`src/rtl/id_queue_oup_arb.sv`:
```
// Round-robin arbiter sharing one id_queue lookup/pop port between NumReq requesters.
// The winner is locked while the queue withholds its grant, so the downstream request stays stable.
module id_queue_oup_arb #(
    parameter int unsigned NumReq  = 4,
    parameter int unsigned IdWidth = 10,
    parameter type         data_t  = logic [3:0]
) (
    input  logic                           clk_i,
    input  logic                           rst_i,
    input  logic [NumReq-1:0]              req_i,
    input  logic [NumReq-1:0][IdWidth-1:0] id_i,
    input  logic [NumReq-1:0]              pop_i,
    output logic [NumReq-1:0]              gnt_o,
    output data_t                          data_o,
    output logic [NumReq-1:0]              data_valid_o,
    output logic                           oup_req_o,
    output logic [IdWidth-1:0]             oup_id_o,
    output logic                           oup_pop_o,
    input  logic                           oup_gnt_i,
    input  data_t                          oup_data_i,
    input  logic                           oup_data_valid_i
);
    localparam int unsigned SelW = (NumReq > 1) ? $clog2(NumReq) : 1;

    typedef enum logic {IDLE, LOCKED} state_e;

    state_e          state_q, state_d;
    logic [SelW-1:0] rr_q, rr_d;
    logic [SelW-1:0] sel_q, sel_d;
    logic [SelW-1:0] win;
    logic [SelW-1:0] cand;
    logic [SelW:0]   scan;
    logic            found;

    // Winner: locked index, else first requester at or after rr_q (scan carries one extra bit for the wrap).
    always_comb begin
        found = 1'b0;
        win   = '0;
        scan  = '0;
        cand  = '0;
        if (state_q == LOCKED) begin
            found = 1'b1;
            win   = sel_q;
        end else begin
            for (int k = 0; k < NumReq; k++) begin
                scan = {1'b0, rr_q} + (SelW+1)'(k);
                if (scan >= (SelW+1)'(NumReq)) begin
                    scan = scan - (SelW+1)'(NumReq);
                end
                cand = scan[SelW-1:0];
                if (!found && req_i[cand]) begin
                    found = 1'b1;
                    win   = cand;
                end
            end
        end
        if (rst_i) begin
            found = 1'b0;
        end
    end

    always_comb begin
        gnt_o        = '0;
        data_valid_o = '0;
        oup_req_o    = found;
        oup_id_o     = '0;
        oup_pop_o    = 1'b0;
        if (found) begin
            oup_id_o           = id_i[win];
            oup_pop_o          = pop_i[win];
            gnt_o[win]         = oup_gnt_i;
            data_valid_o[win]  = oup_gnt_i & oup_data_valid_i;
        end
    end

    assign data_o = oup_data_i;

    always_comb begin
        state_d = state_q;
        rr_d    = rr_q;
        sel_d   = sel_q;
        if (found) begin
            if (oup_gnt_i) begin
                state_d = IDLE;
                rr_d    = (win == SelW'(NumReq-1)) ? '0 : win + SelW'(1);
            end else if (state_q == IDLE) begin
                state_d = LOCKED;
                sel_d   = win;
            end
        end
    end

    always_ff @(posedge clk_i) begin
        if (rst_i) begin
            state_q <= IDLE;
            rr_q    <= '0;
            sel_q   <= '0;
        end else begin
            state_q <= state_d;
            rr_q    <= rr_d;
            sel_q   <= sel_d;
        end
    end
endmodule

```
`config.mk`:
```
export PLATFORM = sky130hd
export DESIGN_NAME = id_queue_oup_arb
export DESIGN_NICKNAME = d
export VERILOG_FILES = /design/src/rtl/id_queue_oup_arb.sv
export SDC_FILE = /design/constraint.sdc
export NUM_CORES = 1
export LEC_CHECK = 0
export ABC_CLOCK_PERIOD_IN_PS = 5080
export CAP_MARGIN = 20
export CORE_MARGIN = 10
export CORE_UTILIZATION = 54
export CTS_CLUSTER_SIZE = 16
export DETAILED_ROUTE_END_ITERATION = 16
export DONT_BUFFER_PORTS = 1
export PLACE_DENSITY = 0.8
export SLEW_MARGIN = 5
export SYNTH_ARGS = -nofsm -noshare
export SYNTH_HDL_FRONTEND = slang
export SYNTH_SLANG_ARGS = --single-unit
```
`constraint.sdc`:
```
create_clock -name clk_i -period 5.08 [get_ports clk_i]
set_input_delay 0.254 -clock clk_i [delete_from_list [all_inputs] [get_ports clk_i]]
set_output_delay 0.254 -clock clk_i [all_outputs]
set_load 0.01 [all_outputs]
```
==> metrics list <==
* Final count of hold timing violations: 0
* Boundary pin count: 80
* Run status: complete, no violations
- Number of buffers added by the clock tree synthesis step: 3
* Min cycle time layout: 2.39 ns
- Arrival time at the worst endpoint: 2.14 ns
- Cell type with the largest total area after synthesis: mux2i_1
- Routed signal wires occupy layers up through met4.
- Final Max Tran Viols: 0
* Via count: 718
- The initial antenna violation count came to 0.
- Count of port buffers added during placement: 0
- The worst pin sits at a relative slew slack of 0.632.
* Number of DRC violations after detailed routing: 0
* Final critical-path share of the clock period: 0.471
- For this block, the routed nets add up to 2.42 mm of wire.
- Net Sw Frac: 0.406
* Maximum level of the CTS H-tree: 1
- Counting every sink on the clock net gives 5.
- Endpoint kind of the worst setup timing path: output pin
- Commonest cells after routing, fill and taps aside: mux2i_1, o22ai_2, nand2_1
* Number of hold buffers added after CTS: 0
* Via count of the first global-routing pass: 758
* Clock transition at the registers of the reported paths: 0.04 ns
- Summed over all nets, the half-perimeter wirelength after detailed placement is 2.13 mm.
- For this run, the number of Yosys warnings is 0.
- The net count of the finished layout is 148.
- In the final routed layout, each cell accounts on average for 22.8 um.
- For this run the aggregate overflow at the end of global routing stands at 0.
* 1st-iter DRT viols: 18
- Post-route ant nets: 0
- VDD sags by at most 0.148 mV.
- The worst setup path is launched from a register.
- Class of the tightest hold or removal check: in2reg
* Met1 layer wirelength in the final routing: 745 um
* Area fraction of the dominant cell type after synthesis: 0.266
- Syn Inst Count: 96
- Wire length of the first global-routing pass: 3.48 mm
* Filler Cells Inserted: 152
- TritonCTS clock tree: yes
* X dimension of the die: 59.1 um
* Core area: 0.00147 sq mm
- For this configuration, the core starts out at a cell density of 0.562.
* GRT Resource Usage Total: 0.125
- Data required, critical path: 4.83 ns
- Number of rows in the core area: 14
- Synth area leaders: mux2i_1, o22ai_2, dfxtp_1, buf_4, buf_6
- Yosys reg bits: 5
* Detailed-router iteration count before antenna repair: 4
- Setup violations remaining at the end of the flow were counted as 0.
- Between clock sinks in the finished design, the worst skew comes to 0.000400 ns.
- The share of total power dissipated in the clock network is 0.214.
- Static leakage power: 0.300 nW
- Minimum hold slack: 0.0820 ns
- The congestion estimate from routability-driven global placement came to 0.752.
- Share of flip-flops with an asynchronous set or reset: 0
- In the synthesized netlist the dominant register cell turns out to be dfxtp_1.
- Fraction of layout instances using a drive strength above 1: 0.178
- For the pin with the worst max-slew slack, the measured transition is 0.550 ns.
* Largest fanout on the critical path: 11
- Compared with the post-synthesis result, the final layout area differs by -4.08%.
- Post-synthesis sequential area ratio: 0.121
- Final-layout setup total negative slack: 0 ns
* Internal power of the cells: 0.124 mW
- Met3 WL post-DR: 345 um
* Part of the total power dissipated in combinational logic: 0.563
* Post-Syn Nets: 153
- The number of setup buffers added after CTS is 0.
- The tool flagged a number of max-cap violations equal to 0.
- Root Buffer: clkbuf_4
- Mean area per synthesized cell: 8.62 sq um
- Counting flops with a built-in enable in the synthesized netlist gives 0.
- Bufs on Longest Clock Path: 2
- Met2 routed wirelength: 1.29 mm
- Measured along the y axis, the die boundary spans 59.1 um.
- Antenna fix cells: 0
* WS Path Type: reg2out
* Commonest non-fill, non-tap cell in the layout: mux2i_1
- Area of the die: 0.00350 sq mm
* Switching power summed over all nets: 0.0851 mW
* Unique masters post-synth: 33
* Fmax: 418 MHz
- Power per Cell Area: 264 mW/mm^2
- In the routed layout, each cell is associated on average with a via count of 6.77.
* Sequential share of power: 0.223
- Post_cts resized: 0
* Later-pin clock latency in the skew report: 0.24 ns
* RSZ-0062 raised after global routing: false
- Largest net degree at the start of global routing: 29
- Post-synthesis cell area: 827 sq um
## critical path, stage by stage (launching register included)
cell and delay [ns]:
dfxtp_1 0.33, and2b_1 0.22, o211ai_1 0.17, o311a_1 0.35, nand2_1 0.40, o22ai_1 0.44
## per-stage QoR
stage / cell area (sq um) / setup WS (ns) / utilization / total power, mW / std cells
6_report: 793 / 2.69 / 0.539 / 0.209 / 106
5_1_grt: 793 / 2.55 / 0.539 / 0.223 / 106
4_1_cts: 793 / 2.70 / 0.539 / 0.212 / 106
3_5_place_dp: 767 / 2.96 / 0.521 / 0.166 / 102
3_3_place_gp: 767 / 3.03 / 0.521 / 0.163 / 102
2_1_floorplan: 827 / 3.27 / - / 0.165 / 96
## routing by layer
metal,vias up,GRT usage
li1,346,-
met5,-,0
met3,6,0.0794
met4,0,0.0689
met1,316,0.109
met2,50,0.215
## worst paths after layout
path	from	endpoint	slack (ns)	cells past startpoint
worst min register to register	sel_q[0]	sel_q[0]	0.45	2
worst min-delay path	rst_i	sel_q[0]	0.08	1
worst max register to register	rr_q[0]	rr_q[1]	3.29	7
worst max-delay path	rr_q[0]	oup_id_o[0]	2.69	5
## cells by family (layout without fill, tap and decap cells)
family | after synthesis | in the layout | synth area share
flip-flops | 5 | 5 | 0.121
AO/OA/AOI/OAI | 26 | 26 | 0.284
buffers and inverters | 14 | 8 | 0.119
multiplexers | 22 | 22 | 0.266
adder cells (fa/ha/maj) | 1 | 1 | 0.0151
AND/OR/NAND/NOR | 28 | 28 | 0.194
## power groups by stage
| stage | sequential (mW) | clock, mW | combinational (mW) |
|---|---|---|---|
| floorplan | 0.0465 | 0 | 0.118 |
| global placement | 0.0470 | 0 | 0.116 |
| detailed placement | 0.0472 | 0 | 0.119 |
| CTS | 0.0466 | 0.0463 | 0.119 |
| global route | 0.0472 | 0.0474 | 0.128 |
| finish | 0.0466 | 0.0449 | 0.118 |
## Yosys cell counts (2+ instances only)
library cell,n
a21oi_1,3
and2b_1,2
and3_1,2
buf_4,6
buf_6,3
dfxtp_1,5
inv_1,3
mux2i_1,22
nand2_1,6
nand2b_1,2
nor2_1,3
nor2b_1,5
nor3b_1,2
o21ai_0,3
o22ai_2,10
or3_1,2
## cell type report
type	count	area (sq um)	area share
flip-flops and latches	5	100	0.126
repair buffers	1	7.51	0.00946
clock buffers	4	26.3	0.0331
inverters	3	11.3	0.0142
well taps	16	20.0	0.0252
multi-input cells	77	628	0.792
## sequential cells by signal, summed over array words and instances (netlist names)
register	count
state_q	1
rr_q	2
sel_q	2
Note: power is estimated with default switching activity, not from simulation.
